### config.mk
export PLATFORM = sky130hd
export DESIGN_NAME = rst_seq
export DESIGN_NICKNAME = d
export VERILOG_FILES = /design/src/rtl/rst_seq_pkg.sv /design/src/rtl/rst_seq_cnt.sv /design/src/rtl/rst_seq.sv
export SDC_FILE = /design/constraint.sdc
export NUM_CORES = 1
export LEC_CHECK = 0
export BUFFER_PORTS_ARGS = -buffer_cell sky130_fd_sc_hd__buf_2
export CAP_MARGIN = 30
export CORE_MARGIN = 2
export CORE_UTILIZATION = 45
export CTS_CLUSTER_SIZE = 10
export DETAILED_ROUTE_END_ITERATION = 12
export SYNTH_ARGS = -nofsm -noshare
export SYNTH_HDL_FRONTEND = slang
export SYNTH_SLANG_ARGS = --single-unit
export TNS_END_PERCENT = 10
### constraint.sdc
create_clock -name clk -period 2 [get_ports clk]
set_input_delay 0.4 -clock clk [delete_from_list [all_inputs] [get_ports clk]]
set_output_delay 0.4 -clock clk [all_outputs]
set_load 0.01 [all_outputs]
### src/rtl/rst_seq_pkg.sv
// Shared types and constants for the staged reset sequencer.
// Latency: n/a (declarations only).
// Backpressure: n/a.
package rst_seq_pkg;

  localparam int DEF_NUM_STAGES   = 3;
  localparam int DEF_STAGE_DLY    = 16;
  localparam int DEF_SOFT_HOLD    = 8;
  localparam int DEF_WDOG_TIMEOUT = 1024;

  typedef enum logic [1:0] {
    RELEASE = 2'd0,
    RUN     = 2'd1,
    SOFT    = 2'd2
  } state_t;

  // One spare bit above the largest terminal count so no counter can wrap.
  function automatic int cnt_width(input int a, input int b, input int c);
    int m;
    m = a;
    if (b > m) m = b;
    if (c > m) m = c;
    return $clog2(m) + 1;
  endfunction

endpackage

### src/rtl/rst_seq_cnt.sv
// Clearable up-counter with an equality compare against a terminal value.
// Latency: count registered; tc is a compare on the registered count.
// Backpressure: none; the caller gates en to hold or saturate.
module rst_seq_cnt #(
  parameter int W = 8
) (
  input  logic         clk,
  input  logic         rst_n,
  input  logic         clr,
  input  logic         en,
  input  logic [W-1:0] tc_val,
  output logic         tc
);

  logic [W-1:0] cnt;

  // Clear wins over count; hard reset behaves like a clear.
  always_ff @(posedge clk) begin
    if (!rst_n || clr) begin
      cnt <= '0;
    end else if (en) begin
      cnt <= cnt + 1'b1;
    end
  end

  assign tc = (cnt == tc_val);

endmodule

### src/rtl/rst_seq.sv
// Staged reset sequencer: releases stage_rst_n bits one at a time; soft request reruns it.
// Latency: stage k releases STAGE_DLY*(k+1) edges after reset exit; all outputs registered.
// Backpressure: none. Optional watchdog under RST_SEQ_WDOG_EN.
module rst_seq
  import rst_seq_pkg::*;
#(
  parameter int NUM_STAGES   = DEF_NUM_STAGES,
  parameter int STAGE_DLY    = DEF_STAGE_DLY,
  parameter int SOFT_HOLD    = DEF_SOFT_HOLD,
  parameter int WDOG_TIMEOUT = DEF_WDOG_TIMEOUT
) (
  input  logic                  clk,
  input  logic                  rst_n,
  input  logic                  soft_rst_req,
`ifdef RST_SEQ_WDOG_EN
  input  logic                  wdog_kick,
  output logic                  wdog_fired,
`endif
  output logic [NUM_STAGES-1:0] stage_rst_n,
  output logic                  rst_done,
  output logic                  busy
);

  localparam int CW = cnt_width(STAGE_DLY, SOFT_HOLD, WDOG_TIMEOUT);
  localparam int IW = (NUM_STAGES > 1) ? $clog2(NUM_STAGES) : 1;
  localparam logic [CW-1:0] REL_TC = CW'(STAGE_DLY - 1);
  // The edge that enters SOFT counts as the first hold cycle, so the exit
  // compare sits one below SOFT_HOLD-1 (a hold of 1 still needs one edge).
  localparam logic [CW-1:0] SOFT_TC  = CW'((SOFT_HOLD >= 2) ? SOFT_HOLD - 2 : 0);
  localparam logic [IW-1:0] LAST_IDX = IW'(NUM_STAGES - 1);

  if (NUM_STAGES < 1 || STAGE_DLY < 1 || SOFT_HOLD < 1) begin : g_bad_param
    $error("rst_seq: NUM_STAGES, STAGE_DLY and SOFT_HOLD must all be >= 1");
  end

  state_t                  state, state_nxt;
  logic [IW-1:0]           idx, idx_nxt;
  logic                    started;
  logic [NUM_STAGES-1:0]   stage_nxt;
  logic                    done_nxt;
  logic                    cnt_clr, cnt_en, cnt_tc;
  logic [CW-1:0]           tc_val;
  logic                    soft_evt, go_soft, rel_fire;

  assign tc_val = (state == SOFT) ? SOFT_TC : REL_TC;

  rst_seq_cnt #(.W(CW)) u_dly (
    .clk    (clk),
    .rst_n  (rst_n),
    .clr    (cnt_clr),
    .en     (cnt_en),
    .tc_val (tc_val),
    .tc     (cnt_tc)
  );

`ifdef RST_SEQ_WDOG_EN
  localparam logic [CW-1:0] WD_TC = CW'(WDOG_TIMEOUT - 1);
  logic wd_tc, wd_to;

  rst_seq_cnt #(.W(CW)) u_wdog (
    .clk    (clk),
    .rst_n  (rst_n),
    .clr    ((state != RUN) || wdog_kick),
    .en     (1'b1),
    .tc_val (WD_TC),
    .tc     (wd_tc)
  );

  // A kick on the timeout cycle suppresses the timeout.
  assign wd_to    = (state == RUN) && wd_tc && !wdog_kick;
  assign soft_evt = soft_rst_req || wd_to;

  // Sticky timeout flag, cleared only by hard reset.
  always_ff @(posedge clk) begin
    if (!rst_n) begin
      wdog_fired <= 1'b0;
    end else if (wd_to) begin
      wdog_fired <= 1'b1;
    end
  end
`else
  assign soft_evt = soft_rst_req;
`endif

  // Requests in SOFT only matter through the exit condition.
  assign go_soft  = (state != SOFT) && soft_evt;
  // started holds off counting on the first edge after hard reset exits.
  assign rel_fire = (state == RELEASE) && !soft_evt && started && cnt_tc;

  // State register plus registered outputs.
  always_ff @(posedge clk) begin
    if (!rst_n) begin
      state       <= RELEASE;
      idx         <= '0;
      started     <= 1'b0;
      stage_rst_n <= '0;
      rst_done    <= 1'b0;
      busy        <= 1'b1;
    end else begin
      state       <= state_nxt;
      idx         <= idx_nxt;
      started     <= 1'b1;
      stage_rst_n <= stage_nxt;
      rst_done    <= done_nxt;
      busy        <= (state_nxt != RUN);
    end
  end

  // Next-state, stage index and delay-counter control.
  always_comb begin
    state_nxt = state;
    idx_nxt   = idx;
    cnt_clr   = 1'b0;
    cnt_en    = 1'b0;
    unique case (state)
      RELEASE: begin
        if (go_soft) begin
          state_nxt = SOFT;
          cnt_clr   = 1'b1;
        end else if (rel_fire) begin
          cnt_clr = 1'b1;
          if (idx == LAST_IDX) begin
            state_nxt = RUN;
            idx_nxt   = '0;
          end else begin
            idx_nxt = idx + 1'b1;
          end
        end else if (started) begin
          cnt_en = 1'b1;
        end
      end
      RUN: begin
        if (go_soft) begin
          state_nxt = SOFT;
          cnt_clr   = 1'b1;
        end
      end
      SOFT: begin
        if (cnt_tc && !soft_rst_req) begin
          state_nxt = RELEASE;
          idx_nxt   = '0;
          cnt_clr   = 1'b1;
        end else if (!cnt_tc) begin
          cnt_en = 1'b1;
        end
      end
      default: begin
        state_nxt = RELEASE;
        idx_nxt   = '0;
        cnt_clr   = 1'b1;
      end
    endcase
  end

  // Next values of the stage resets and rst_done; releases accumulate.
  always_comb begin
    stage_nxt = stage_rst_n;
    done_nxt  = rst_done;
    if (go_soft) begin
      stage_nxt = '0;
      done_nxt  = 1'b0;
    end else if (rel_fire) begin
      stage_nxt[idx] = 1'b1;
      if (idx == LAST_IDX) begin
        done_nxt = 1'b1;
      end
    end
  end

endmodule

After elaboration in Yosys (flattened, before gate mapping)
Cells that the tools add are included.

word-level totals
  bits in registers = 21
  input port bits = 3
  output and inout bits = 5
  word-level logic and storage cells = 62

operators by class
  $add $sub $neg = 2
  $lt $le $gt $ge = 2
  equality and inequality tests = 9
  multiplexer cells = 26
  bitwise operators = 3
  reduce and logical (&&, ||, !) cells = 13

operators by type and width
  cell                                                   number
  two-way mux 2 bit                                      9
  case mux 2 bit (3 select lines)                        2
  adder 11 x 1 -> 11 bit, second input constant          1
  == test 11 x 4 -> 1 bit                                1
  two-way mux 1 bit                                      11
  logical AND 1 bit                                      6
  inequality test 2 bit, second input constant           3
  == test 2 bit, second input constant                   2
  two-way mux 4 bit                                      1
  inequality test 2 x 1 -> 1 bit, second input constant  2
  AND reduction 4 bit                                    1
  < comparator 2 x 3 -> 1 bit, second input constant     1
  OR 3 bit                                               1
  case mux 1 bit (3 select lines)                        1
  adder 2 x 1 -> 2 bit, second input constant            1
  demux 1 bit (select 2 bit)                             1
  == test 2 x 1 -> 1 bit, second input constant          1
  >= comparator 2 x 1 -> 1 bit, second input constant    1
  logical NOT 1 bit                                      2
  logical NOT 2 bit                                      1
  inverter 1 bit                                         2
  case mux 1 bit (2 select lines)                        1
  AND reduction 2 bit                                    1
  OR reduction 2 bit                                     1
  logical OR 1 bit                                       1

Logic depth before layout (Yosys ltp)
  word-level depth = 8
  mapped depth = 6
  depth with buffers taken out = 5

Hierarchy
Synthesis repeated with hierarchy kept, for this count alone.

second synthesis, totals
  cell total of the unflattened synthesis = 118
  area total of the unflattened synthesis = 1088.5 µm²

by module, submodules not included
  module       instances  cells each  area each (µm²)  seq. area each (µm²)
  rst_seq_cnt  1          72          629.4            220.2
  rst_seq      1          46          459.2            200.2

Worst setup path after synthesis
Ideal clock, no wire load.

  kind = register to register
  start = register u_dly.cnt[3]
  end = register u_dly.cnt[10]
  library setup time = 132 ps
  arrival time = 1401 ps
  required time = 1868 ps
  slack = 467 ps
  cell stages (with the launch flop) = 6
  buffers on the path = 1
  period minus slack after synthesis = 1533 ps
  cells stage by stage = dfxtp_1 > or4b_4 > o21ai_4 > a31o_2 > buf_6 > a22oi_1

on the way
  cells in the longest elaborated chain, start to end = 6
  elaborated cells between the ends (all ways) = 14
  those cells by class = add/sub (1); eq/ne (1); mux (9); reduce/logical (3)

ends and longest elaborated chain
  element                          RTL line           RTL
  start, declared                  rst_seq_cnt.sv:15  logic [W-1:0] cnt;
  start signal, assigned           rst_seq_cnt.sv:22  cnt <= cnt + 1'b1;
  == test 11 x 4 -> 1 bit          rst_seq_cnt.sv:26  assign tc = (cnt == tc_val);
  logical AND 1 bit                rst_seq.sv:88      assign rel_fire = (state == RELEASE) && !soft_evt && started && cnt_tc;
  two-way mux 1 bit                rst_seq.sv:120     end else if (rel_fire) begin
  two-way mux 1 bit                rst_seq.sv:117     if (go_soft) begin
  case mux 1 bit (3 select lines)  rst_seq.sv:115     unique case (state)
  logical OR 1 bit                 rst_seq_cnt.sv:19  if (!rst_n || clr) begin

Parallel ways exist; a longest one is shown, timed or not.
A chain may end at the register's enable or synchronous reset.

Worst setup path after layout
  start = register state[0]
  end = register u_dly.cnt[4]

on the way
  cells in the longest elaborated chain, start to end = 8
  elaborated cells between the ends (all ways) = 22
  those cells by class = eq/ne (4); mux (11); reduce/logical (7)

ends and longest elaborated chain
  element                                                       RTL line                                      RTL
  start, declared                                               rst_seq.sv:36                                 state_t state, state_nxt;
  start signal, assigned                                        rst_seq.sv:100                                state <= state_nxt;
  == test 2 bit or logical NOT 2 bit (tied branches)            rst_seq.sv:45, rst_seq.sv:115, rst_seq.sv:88
  two-way mux 4 bit or logical AND 1 bit (tied branches)        rst_seq.sv:45, rst_seq.sv:88
  == test 11 x 4 -> 1 bit or logical AND 1 bit (tied branches)  rst_seq_cnt.sv:26, rst_seq.sv:88
  logical AND 1 bit                                             rst_seq.sv:88
  two-way mux 1 bit                                             rst_seq.sv:120
  two-way mux 1 bit                                             rst_seq.sv:117
  case mux 1 bit (3 select lines)                               rst_seq.sv:115
  logical OR 1 bit                                              rst_seq_cnt.sv:19

Parallel ways exist; a longest one is shown, timed or not.

==> metrics.yaml <==
route:
  remaining_drc_errors: 0
  totalWireLength_mm: 2.38
  avgViaCountPerCell: 6.11
  dr_total_vias: 983
  firstDrtPassIters: 4
  first_iter_violations: 26
  wl_per_cell_um: 14.8
  drtAntennaViolNets: 0
synth:
  synth-compound-area-share: 0.325
  synth_nets: 122
  synth_top_family_by_area: "compound AO/OA/AOI/OAI gates"
  ys_seq_area_frac: 0.371
  synthCells: 118
  synth_flop_cell: "dfxtp_1"
  synth-simple-area-share: 0.212
  synth_adder_area_share: 0.0110
  avgSynthCellArea_um2: 9.60
  synth_enable_flop_cells: 0
  yosysWarnings: 0
  synthArstFlopShare: 0
  synth_cell_types: 51
  netlist_area_um2: 1130
  synth-xor-area-share: 0.0309
  synth_mux_area_frac: 0
  ys_seq_elements: 21
run:
  cap_violations: 0
layout:
  final_core_util: 0.510
  antenna_cells: 0
  mostFrequentLayoutCell: "dfxtp_1"
  drive_above_1_share: 0.237
  areaGrowthSynthToFinish_pct: 9.50
  nets: 136
  layout_common_cells: "21 x dfxtp_1, 10 x nand2_1, 10 x a21oi_1"
  fin_cells: 161
  final_cell_area_um2: 1240
power:
  internal_power_mw: 0.528
  swShare: 0.265
  total_power_mw: 0.718
  leakage_nw: 0.414
  net-switching-power_mw: 0.190
  seq_power_share: 0.598
  pwr-share-clk: 0.290
  vdd_ir_drop_max_mv: 0.471
  power_frac_comb: 0.113
  power.density_nw_per_um2: 579
clock_network:
  cts-root-buf: "clkbuf_4"
  cts_hold_buf: 0
  htreeDepth: 1
  cts_tree: "yes"
  cts_buffer_depth: 2
  post_cts_resized: 0
  numCtsBuffers: 3
  cts.sinks: 21
  clk_latency_ps: 300
  path_clk_slew_ps: 120
  postCtsSetupBuffers: 0
grt:
  grt_start_max_net_pins: 13
  overflow: 0
  grt_pass1_wl_mm: 4.08
  grt.total_usage: 0.197
  antenna_found_initial: 0
  grt_pass1_vias: 886
sta:
  rsz0062_at_grt: "no"
  worst_hold_slack_ps: 307
  tightest_slew_ps: 479
  min_period_over_period: 0.904
  fin_ws_ps: 192
  slew_headroom: 0.672
  fmax_ghz: 0.553
  finalSetupViolCount: 0
  min_period_ps: 1810
  finalClockSkew_ps: 0.987
  slew_viol_final: 0
  hold_viol: 0
  finalSetupTns_ps: 0
critical_path:
  critPathMaxFanout: 11
  worstSetupPathType: "reg -> reg"
  critPathLaunchType: "register"
  crit_arrival_ps: 2020
  cp-end-kind: "register"
  worstPathRequired_ps: 2210
floorplan:
  fp-row-count: 18
  die_h_um: 54.2
  die_x_um: 54.2
  initial_utilization: 0.466
  core-area_um2: 2430
  io_pins: 8
  die-area_um2: 2930
placed_design:
  placed_cell_area_um2: 1210
  dpl.cell_count: 157
  port_buffers: 7
  post-place-ws_ps: 213
  gp_congestion: 0.871
  hpwlAfterDp_mm: 1.80
worst_hold_path:
  holdCritPathClass: "in -> reg"
run_status:
  status: "complete, no violations"
Yosys cell counts (all sizes together), types with 2 or more instances:
| master | count | area (um^2) |
|---|---|---|
| a22oi | 4 | 30.0 |
| nand3 | 4 | 20.0 |
| o2111ai | 2 | 17.5 |
| a2111oi | 3 | 27.5 |
| xnor2 | 2 | 17.5 |
| dfxtp | 21 | 420 |
| xor2 | 2 | 17.5 |
| and4 | 2 | 18.8 |
| buf | 4 | 37.5 |
| o22ai | 2 | 12.5 |
| o21a | 2 | 15.0 |
| o21ai | 5 | 40.0 |
| nand4 | 4 | 40.0 |
| nor3 | 2 | 10.0 |
| o31ai | 3 | 22.5 |
| or4 | 2 | 15.0 |
| nor2b | 2 | 12.5 |
| inv | 5 | 18.8 |
| nand2 | 10 | 37.5 |
| and3 | 2 | 13.8 |
| a21oi | 10 | 50.1 |
| nand2b | 3 | 18.8 |
flip-flops by register name, summed over array words and instances, names as in the netlist:
signal,flops
state,2
idx,2
rst_done,1
stage_rst_n,3
u_dly.cnt,11
started,1
busy,1
metal layers:
layer | track usage | up-vias | part of all wire
met1 | 0.265 | 463 | 0.47
met5 | 0 | - | 0
met2 | 0.303 | 19 | 0.47
met3 | 0.0361 | 6 | 0.035
li1 | - | 495 | -
met4 | 0.0917 | 0 | 0.023
cells by family after synthesis:
family                     after synthesis
adders and majority gates                1
and+or+nand+nor                         37
AOI/OAI and AO/OA                       46
xor gates and xnor gates                 4
buffers and inverters                    9
DFF                                     21
final cells by class:
| class | instances | area [um^2] |
|---|---|---|
| Fill cell | 243 | 1190 |
| Multi-Input combinational cell | 88 | 656 |
| Sequential cell | 21 | 420 |
| Timing Repair Buffer | 13 | 80.1 |
| Tap cell | 30 | 37.5 |
| Clock buffer | 3 | 22.5 |
| Inverter | 5 | 18.8 |
| Clock inverter | 1 | 5.00 |
power groups by stage:
stage	sequential (mW)	clock, mW	combinational [mW]
floorplan	0.437	0	0.0611
global placement	0.438	0	0.0807
detailed placement	0.438	0	0.0805
CTS	0.429	0.218	0.0807
global route	0.430	0.234	0.0890
finish	0.429	0.208	0.0808
critical path, stage by stage (launching register included):
cell and delay [ps]:
dfxtp_1 490, and2b_2 330, o21ai_4 290, a31o_2 360, o2bb2a_1 250
path summary, 6_finish.rpt:
path | startpoint | to | slack, ps | cells past startpoint
min reg2reg | stage_rst_n[2]$_SDFFE_PP0N_ | stage_rst_n[2]$_SDFFE_PP0N_ | 460 | 2
max | state[0]$_SDFF_PN0_ | u_dly.cnt[4]$_SDFFE_PP0P_ | 190 | 4
min | rst_n | started$_DFF_P_ | 310 | 1
max reg2reg | state[0]$_SDFF_PN0_ | u_dly.cnt[4]$_SDFFE_PP0P_ | 190 | 4
No activity file was read; power rests on OpenSTA's default activity.
